File: src/rtl/rx_symbol_deser.sv
// C-PHY receive symbol deserializer: hunts for the sync word, then packs every 7 accepted
// symbols into flip/rotation/polarity words. Optional macro DESER_RESYNC_EN re-aligns on in-band sync.
module rx_symbol_deser #(
  parameter logic [6:0] SYNC_FLIP = 7'b0111110,
  parameter logic [6:0] SYNC_ROT  = 7'b1000001,
  parameter logic [6:0] SYNC_POL  = 7'b1000001
) (
  input  logic       clk,
  input  logic       rst,
  input  logic       HsEn,
  input  logic       SymValid,
  input  logic       SymFlip,
  input  logic       SymRotation,
  input  logic       SymPolarity,
  output logic [6:0] RxFlip,
  output logic [6:0] RxRotation,
  output logic [6:0] RxPolarity,
  output logic       RxWordValid,
  output logic       RxSyncHS,
  output logic       RxLocked,
  output logic [1:0] DbgState
);

  typedef enum logic [1:0] {
    Idle   = 2'd0,
    Hunt   = 2'd1,
    Locked = 2'd2
  } state_t;

  state_t     state, stateNext;
  logic [6:0] shFlip, shRot, shPol;
  logic [6:0] winFlip, winRot, winPol;
  logic [2:0] symCnt;
  logic       accept;
  logic       winIsSync;

  // Handshake: SymValid is a one-cycle "symbol present" qualifier with no ready; a symbol is
  // consumed on any edge where SymValid=1, HsEn=1 and the FSM is hunting or locked, else it is lost.
  assign accept    = SymValid && HsEn && (state == Hunt || state == Locked);
  assign winFlip   = {shFlip[5:0], SymFlip};
  assign winRot    = {shRot[5:0], SymRotation};
  assign winPol    = {shPol[5:0], SymPolarity};
  assign winIsSync = (winFlip == SYNC_FLIP) && (winRot == SYNC_ROT) && (winPol == SYNC_POL);

  assign RxLocked = (state == Locked);
  assign DbgState = state;

  always_comb begin
    stateNext = state;
    case (state)
      Idle:    if (HsEn) stateNext = Hunt;
      Hunt:    if (!HsEn) stateNext = Idle;
               else if (accept && winIsSync) stateNext = Locked;
      Locked:  if (!HsEn) stateNext = Idle;
      default: stateNext = Idle;
    endcase
  end

  always_ff @(posedge clk) begin
    if (rst) begin
      state       <= Idle;
      shFlip      <= '0;
      shRot       <= '0;
      shPol       <= '0;
      symCnt      <= '0;
      RxFlip      <= '0;
      RxRotation  <= '0;
      RxPolarity  <= '0;
      RxWordValid <= 1'b0;
      RxSyncHS    <= 1'b0;
    end else begin
      state       <= stateNext;
      RxWordValid <= 1'b0;
      RxSyncHS    <= 1'b0;
      if (!HsEn || state == Idle) begin
        // Leaving the burst drops any partial word; field outputs keep the last word.
        shFlip <= '0;
        shRot  <= '0;
        shPol  <= '0;
        symCnt <= '0;
      end else if (accept) begin
        shFlip <= winFlip;
        shRot  <= winRot;
        shPol  <= winPol;
        if (state == Hunt) begin
          if (winIsSync) begin
            RxSyncHS <= 1'b1;
            symCnt   <= '0;
          end
        end else if (symCnt == 3'd6) begin
          symCnt <= '0;
`ifdef DESER_RESYNC_EN
          if (winIsSync) begin
            RxSyncHS <= 1'b1;
          end else begin
            RxFlip      <= winFlip;
            RxRotation  <= winRot;
            RxPolarity  <= winPol;
            RxWordValid <= 1'b1;
          end
`else
          RxFlip      <= winFlip;
          RxRotation  <= winRot;
          RxPolarity  <= winPol;
          RxWordValid <= 1'b1;
`endif
        end else begin
          symCnt <= symCnt + 3'd1;
        end
      end
    end
  end

endmodule

File: config.mk
export PLATFORM = sky130hd
export DESIGN_NAME = rx_symbol_deser
export DESIGN_NICKNAME = d
export VERILOG_FILES = /design/src/rtl/rx_symbol_deser.sv
export SDC_FILE = /design/constraint.sdc
export NUM_CORES = 1
export LEC_CHECK = 0
export CORE_AREA = 2 2 67 69
export DETAILED_ROUTE_END_ITERATION = 10
export DIE_AREA = 0 0 69 71
export GPL_TIMING_DRIVEN = 0
export PLACE_DENSITY = 0.73
export REMOVE_ABC_BUFFERS = 1
export SYNTH_ARGS = -nofsm -noshare
export SYNTH_HDL_FRONTEND = slang
export SYNTH_SLANG_ARGS = --single-unit
File: constraint.sdc
create_clock -name clk -period 2.7 [get_ports clk]
set_clock_uncertainty 0.2 [all_clocks]
set_input_delay 0.81 -clock clk [delete_from_list [all_inputs] [get_ports clk]]
set_output_delay 0.81 -clock clk [all_outputs]
set_load 0.02 [all_outputs]
==> run_results.csv, run 1 <==
group,metric,value,unit
floorplanning,std_cell_rows,24,
finish,nFillCells,424,
synthesis,synth_top_area_cell,"dfxtp_1",
synthesis,yosysWarnings,0,
sta,grt_setup_unrepaired,"no",
worst_setup_path,crit_type,"flop to primary output",
worst_hold_path,hp-class,"flop to flop",
place,placedCellCount,296,
finish,layout.cells.non_filler,307,
synthesis,synthMostInstantiatedCell,"nand2_1",
synthesis,ys_async_sr_fraction,0,%
clocking,ctsRootBufferMaster,"clkbuf_8",
route,avgRoutedWirePerCell,13.0,microns
sta,timing.setup.tns,0,ns
global_route,globalRouteTotalUtil,15.9,%
clocking,insertion_delay,0.30,ns
floorplanning,core,0.00420,sq mm
synthesis,yosys-mux-area-fraction,0.550,%
global_route,grt_start_max_net_pins,27,
clocking,tritoncts,"done",
finish,final_net_count,264,
sta,post-route-worst-setup-slack,0.146,ns
synthesis,netlist.area_leader.share,50.6,%
pwr,vdd_ir_drop_max,0.356,mV
synthesis,yosys.cell_types.count,30,
floorplanning,fp.dieArea,0.00490,sq mm
worst_setup_path,critPathLaunchType,"flop",
route,route.antenna.remaining_nets,0,
sta,timing_hold_violations_final,0,
clocking,clk_pin_slew_worst_paths,0.09,ns
synthesis,synth_compound_gate_area_share,15.6,%
sta,slew_viol_final,0,
finish,flow.area_growth_from_synthesis,27.1,%
pwr,power.static_leakage,0.724,nW
place,place_congestion,0.776,
route,drc_errors,0,
route,viasPerCell,5.20,
route,routed-via-count,1595,
job,cap_violations,0,
synthesis,synthTopCellsByArea,"dfxtp_1, nand2_1, a21oi_1",
place,pre_cts_ws,-0.658,ns
synthesis,synth_ff_type,"dfxtp_1",
synthesis,synth_adder_area_share,2.06,%
synthesis,ys_ff_latch,46,
synthesis,yosys.area_share.xor_xnor,0,%
synthesis,dominant_combinational_cell_family_by_area_after_synthesis,"simple AND/OR/NAND/NOR gates",
sta,fmax,391,MHz
floorplanning,die_height,71,microns
floorplanning,start_util,43.3,%
worst_setup_path,endpoint_kind,"primary output",
synthesis,netlist_top_cells_count,"nand2_1, a21oi_1, dfxtp_1, clkbuf_1, buf_2",
synthesis,synth.cell_area,0.00182,sq mm
synthesis,yosys.area_share.simple,27.2,%
sta,worst_slew_margin_rel,39.9,%
clocking,ctsHoldBuffers,0,
place,place.port_buffers,32,
clocking,clockBufferDepth,2,
global_route,antenna_found_initial,0,
place,dp_hpwl,2410,microns
synthesis,synth-edff-count,0,
clocking,cts_buffers,5,
floorplanning,design.portCount,33,
worst_setup_path,signal_arrival_time_at_the_worst_endpoint,1.54,ns
finish,drive_above_1_share,6.67,%
clocking,h-tree-depth,2,
sta,fin_crit,2.55,ns
finish,antenna-diode-count,0,
status,status,"finished clean",
route,routed_wl,3990,microns
worst_setup_path,path_max_fanout,4,
worst_setup_path,crit_required,1.69,ns
route,drt_pre_antenna_iters,4,
sta,setup_violations,0,
route,drt_iter0_markers,118,
global_route,grt_pass1_wl,6380,microns
finish,layout.cell_area.non_filler,0.00231,sq mm
global_route,globalRoute.totalOverflow,0,
synthesis,post_synth.cell_area_avg,8.05,sq um
synthesis,proportion_of_synthesized_chip_area_in_sequential_cells,50.6,%
floorplanning,die_width,69,microns
pwr,power_density_over_the_cells,565,mW/mm^2
sta,final_min_period_over_clock_period,94.6,%
global_route,first_global_vias,1412,
place,dpl-instance-area,0.00216,sq mm
clocking,tritoncts_num_sinks,46,
synthesis,count_of_mapped_cells_out_of_synthesis,226,
sta,tightest_slew,0.902,ns
cells by family (layout without fill, tap and decap cells):
kind of cell	Yosys count	count (layout)
flops	46	46
compound gates	53	53
mux	1	1
fa+ha+maj	3	3
simple gates	106	108
buf+inv	17	44
path summary, 6_finish.rpt:
check | cells past startpoint | start | slack (ns) | end
setup / recovery | 3 | DbgState[0]$_SDFFE_PP0P_ | 0.15 | RxLocked
hold / removal | 2 | RxPolarity[2]$_SDFFE_PP0P_ | 0.25 | RxPolarity[2]$_SDFFE_PP0P_
setup reg to reg | 6 | DbgState[0]$_SDFFE_PP0P_ | 0.45 | RxFlip[0]$_SDFFE_PP0P_
hold reg to reg | 2 | RxPolarity[2]$_SDFFE_PP0P_ | 0.25 | RxPolarity[2]$_SDFFE_PP0P_
through the flow:
| stage | total power, mW | util (%) | hold WS [ns] |
|---|---|---|---|
| floorplan | 0.754 | - | 0.239 |
| global placement | 0.791 | 50.9 | 0.238 |
| detailed placement | 0.794 | 51.4 | 0.245 |
| CTS | 1.31 | 54.4 | 0.256 |
| global route | 1.35 | 55.0 | 0.283 |
| finish | 1.31 | 55.0 | 0.252 |
power breakdown:
part | switching [mW] | internal (mW) | total (mW)
registers | 0.00397 | 0.681 | 0.685
logic | 0.0670 | 0.0359 | 0.103
clock network | 0.240 | 0.277 | 0.517
total | 0.311 | 0.995 | 1.31
critical path: stages, from the launching register on:
cell and delay, ns:
dfxtp_1 0.35, inv_1 0.09, ha_1 0.19, clkdlybuf4s50_1 0.61
routing by layer:
layer  part of all wire, %  GRT usage (%)  vias to the layer above
li1                      -              -                      825
met1                    47           20.4                      724
met2                    46           25.0                       40
met3                   5.6           5.41                        6
met4                   1.2           5.88                        0
met5                     0              0                        -
placed cells by master, fill, tap and decap left out, types with 2 or more instances in the layout:
cell type        synthesis  final
dfxtp_1                 46     46
nor4b_1                  4      4
inv_1                    2      2
nor4_1                   2      2
a21oi_1                 46     46
or4_4                    1      2
nand2b_1                 5      5
nand3_1                  2      2
clkbuf_8                 0      5
clkdlybuf4s50_1          0     30
o211ai_1                 2      2
ha_1                     3      3
nand2_1                 79     79
nor2b_1                  2      2
sequential cells by signal, indices dropped and copies added, names as in the netlist:
signal and flops:
DbgState 2, RxFlip 7, RxPolarity 7, RxRotation 7, RxSyncHS 1, RxWordValid 1, shFlip 6, shPol 6
shRot 6, symCnt 3
area by class of cell:
type	count	area (sq um)	area share, %
clock inverter	3	43.8	1.89
tap	52	65.1	2.81
clock buffer	5	68.8	2.98
timing repair buffer	34	340	14.7
sequential	46	921	39.8
multi-input combinational	165	866	37.4
inverter	2	7.51	0.325
repair_timing:
action,in CTS,in global routing
cloned,0,2
pin swaps,2,2
setup buffers,1,0
setup endpoints to repair,44,22
hold endpoints to repair,0,0
gates resized for setup,3,3
Power figures use the tool's default switching activity.
==> inputs of run 2 (changes only) <==
Settings changed: MAX_ROUTING_LAYER set to met4.
==> run 2 against run 1 <==
Net effect: register-to-register slack is essentially flat; sequential power is essentially flat; critical path depth did not move; combinational power hardly changed; sequential share of layout area stayed put; flip-flop and latch count unchanged; clock-buffer cell count is the same; clock power hardly changed; cell area is the same; critical path type unchanged; largest cell class unchanged; largest power group unchanged; highest routed layer unchanged.
==> run_results.csv, run 2 (synthesized netlist as in run 1, its figures left out) <==
group,metric,value,unit
status,status,"finished clean",
pwr,fin_total_pwr,1.31,mW
global_route,grt_start_max_net_pins,27,
clocking,ctsRootBufferMaster,"clkbuf_8",
route,avgRoutedWirePerCell,13.1,microns
route,viasPerCell,5.26,
global_route,globalRoute.totalOverflow,0,
global_route,globalRouteTotalUtil,16.4,%
sta,final_min_period_over_clock_period,94.5,%
finish,layout_commonest_cell,"nand2_1",
clocking,tritoncts_num_sinks,46,
route,drt_iter0_markers,106,
clocking,ctsHoldBuffers,0,
finish,nFillCells,424,
finish,drive_above_1_share,6.67,%
worst_setup_path,crit_required,1.69,ns
worst_setup_path,slack_of_the_worst_reg_to_reg_path,0.45,ns
route,route.antenna.remaining_nets,0,
sta,slew_viol_final,0,
pwr,power_density_over_the_cells,565,mW/mm^2
clocking,clk_pin_slew_worst_paths,0.09,ns
global_route,grt_pass1_wl,6380,microns
route,drc_errors,0,
floorplanning,fp.dieArea,0.00490,sq mm
worst_setup_path,path_max_fanout,4,
route,routed-via-count,1615,
finish,antenna-diode-count,0,
finish,biggestRegsByFlops,"RxFlip (7), RxPolarity (7), RxRotation (7)",
finish,layout.cells.most_common_list,"nand2_1, dfxtp_1, a21oi_1",
worst_setup_path,worst_setup_path_startpoint,"DbgState[0]$_SDFFE_PP0P_",
sta,tightest_slew,0.910,ns
worst_hold_path,hold_sp,"RxPolarity[2]$_SDFFE_PP0P_",
finish,flow.area_growth_from_synthesis,27.1,%
clocking,clockBufferDepth,2,
finish,final_net_count,264,
clocking,insertion_delay,0.30,ns
route,drt_pre_antenna_iters,4,
clocking,cts_buffers,5,
clocking,h-tree-depth,2,
sta,setup_violations,0,
sta,hold_ws,0.252,ns
clocking,tritoncts,"done",
floorplanning,start_util,43.3,%
job,cap_violations,0,
worst_setup_path,crit_type,"flop to primary output",
worst_setup_path,endpoint_kind,"primary output",
floorplanning,die_width,69,microns
worst_setup_path,signal_arrival_time_at_the_worst_endpoint,1.54,ns
place,dp_hpwl,2410,microns
place,placedCellCount,296,
sta,fmax,392,MHz
sta,timing_hold_violations_final,0,
floorplanning,core,0.00420,sq mm
floorplanning,die_height,71,microns
sta,grt_setup_unrepaired,"no",
sta,worst_slew_margin_rel,39.3,%
worst_setup_path,reg2reg_from,"DbgState[0]$_SDFFE_PP0P_",
finish,layout.cells.non_filler,307,
place,place_congestion,0.787,
global_route,first_global_vias,1412,
sta,fin_crit,2.55,ns
place,place.port_buffers,32,
worst_setup_path,critPathLaunchType,"flop",
pwr,vdd_ir_drop_max,0.357,mV
worst_hold_path,hp-class,"flop to flop",
global_route,antenna_found_initial,0,
floorplanning,design.portCount,33,
route,routed_wl,4030,microns
pwr,power.static_leakage,0.724,nW
floorplanning,std_cell_rows,24,
run 2: cell counts in the layout (fill, tap and decap cells not counted):
No cell type changed its count.
run 2: final cells by class:
type / count / area [sq um] / share of cell area, %
clock buffer: 5 / 68.8 / 2.98
sequential: 46 / 921 / 39.8
multi-input combinational: 165 / 866 / 37.4
clock inverter: 3 / 43.8 / 1.89
inverter: 2 / 7.51 / 0.325
timing repair buffer: 34 / 340 / 14.7
tap: 52 / 65.1 / 2.81
run 2: path summary, 6_finish.rpt:
path | end | cells past startpoint
worst max-delay path | RxLocked | 3
worst min-delay path | RxPolarity[2]$_SDFFE_PP0P_ | 2
worst max register to register | RxFlip[0]$_SDFFE_PP0P_ | 6
worst min register to register | RxPolarity[2]$_SDFFE_PP0P_ | 2
run 2: critical path, stage by stage (launching register included):
cell and delay (ns):
dfxtp_1 0.35, inv_1 0.09, ha_1 0.19, clkdlybuf4s50_1 0.61
run 2: report_power, final:
part	total [mW]	switching (mW)	internal [mW]
clock	0.519	0.242	0.278
sequential	0.685	0.00396	0.681
combinational	0.103	0.0667	0.0358
run 2: timing repair:
action / CTS / global route
pin swaps: 2 / 2
endpoints found under the hold margin: 0 / 0
endpoints found under the setup margin: 44 / 22
gates cloned: 0 / 2
gates resized for setup: 3 / 3
setup buffers: 1 / 0
run 2: stage by stage:
| stage | setup slack, ns | util, % | TNS, ns | area [sq um] |
|---|---|---|---|---|
| CTS | 0.0464 | 54.4 | 0 | 2290 |
| global placement | -1.34 | 50.9 | -36.94 | 2140 |
| finish | 0.147 | 55.0 | 0 | 2310 |
| floorplan | -0.00617 | - | -0.129 | 1760 |
| global route | 0.0478 | 55.0 | 0 | 2310 |
| detailed placement | -0.658 | 51.4 | -22.84 | 2160 |
run 2: routing by layer:
layer / up-vias / wire length, microns / track usage, %
met1: 732 / 1860 / 20.5
met4: 0 / 48 / 5.88
met3: 6 / 296 / 5.41
li1: 821 / - / -
met5: - / 0 / -
met2: 56 / 1820 / 25.0
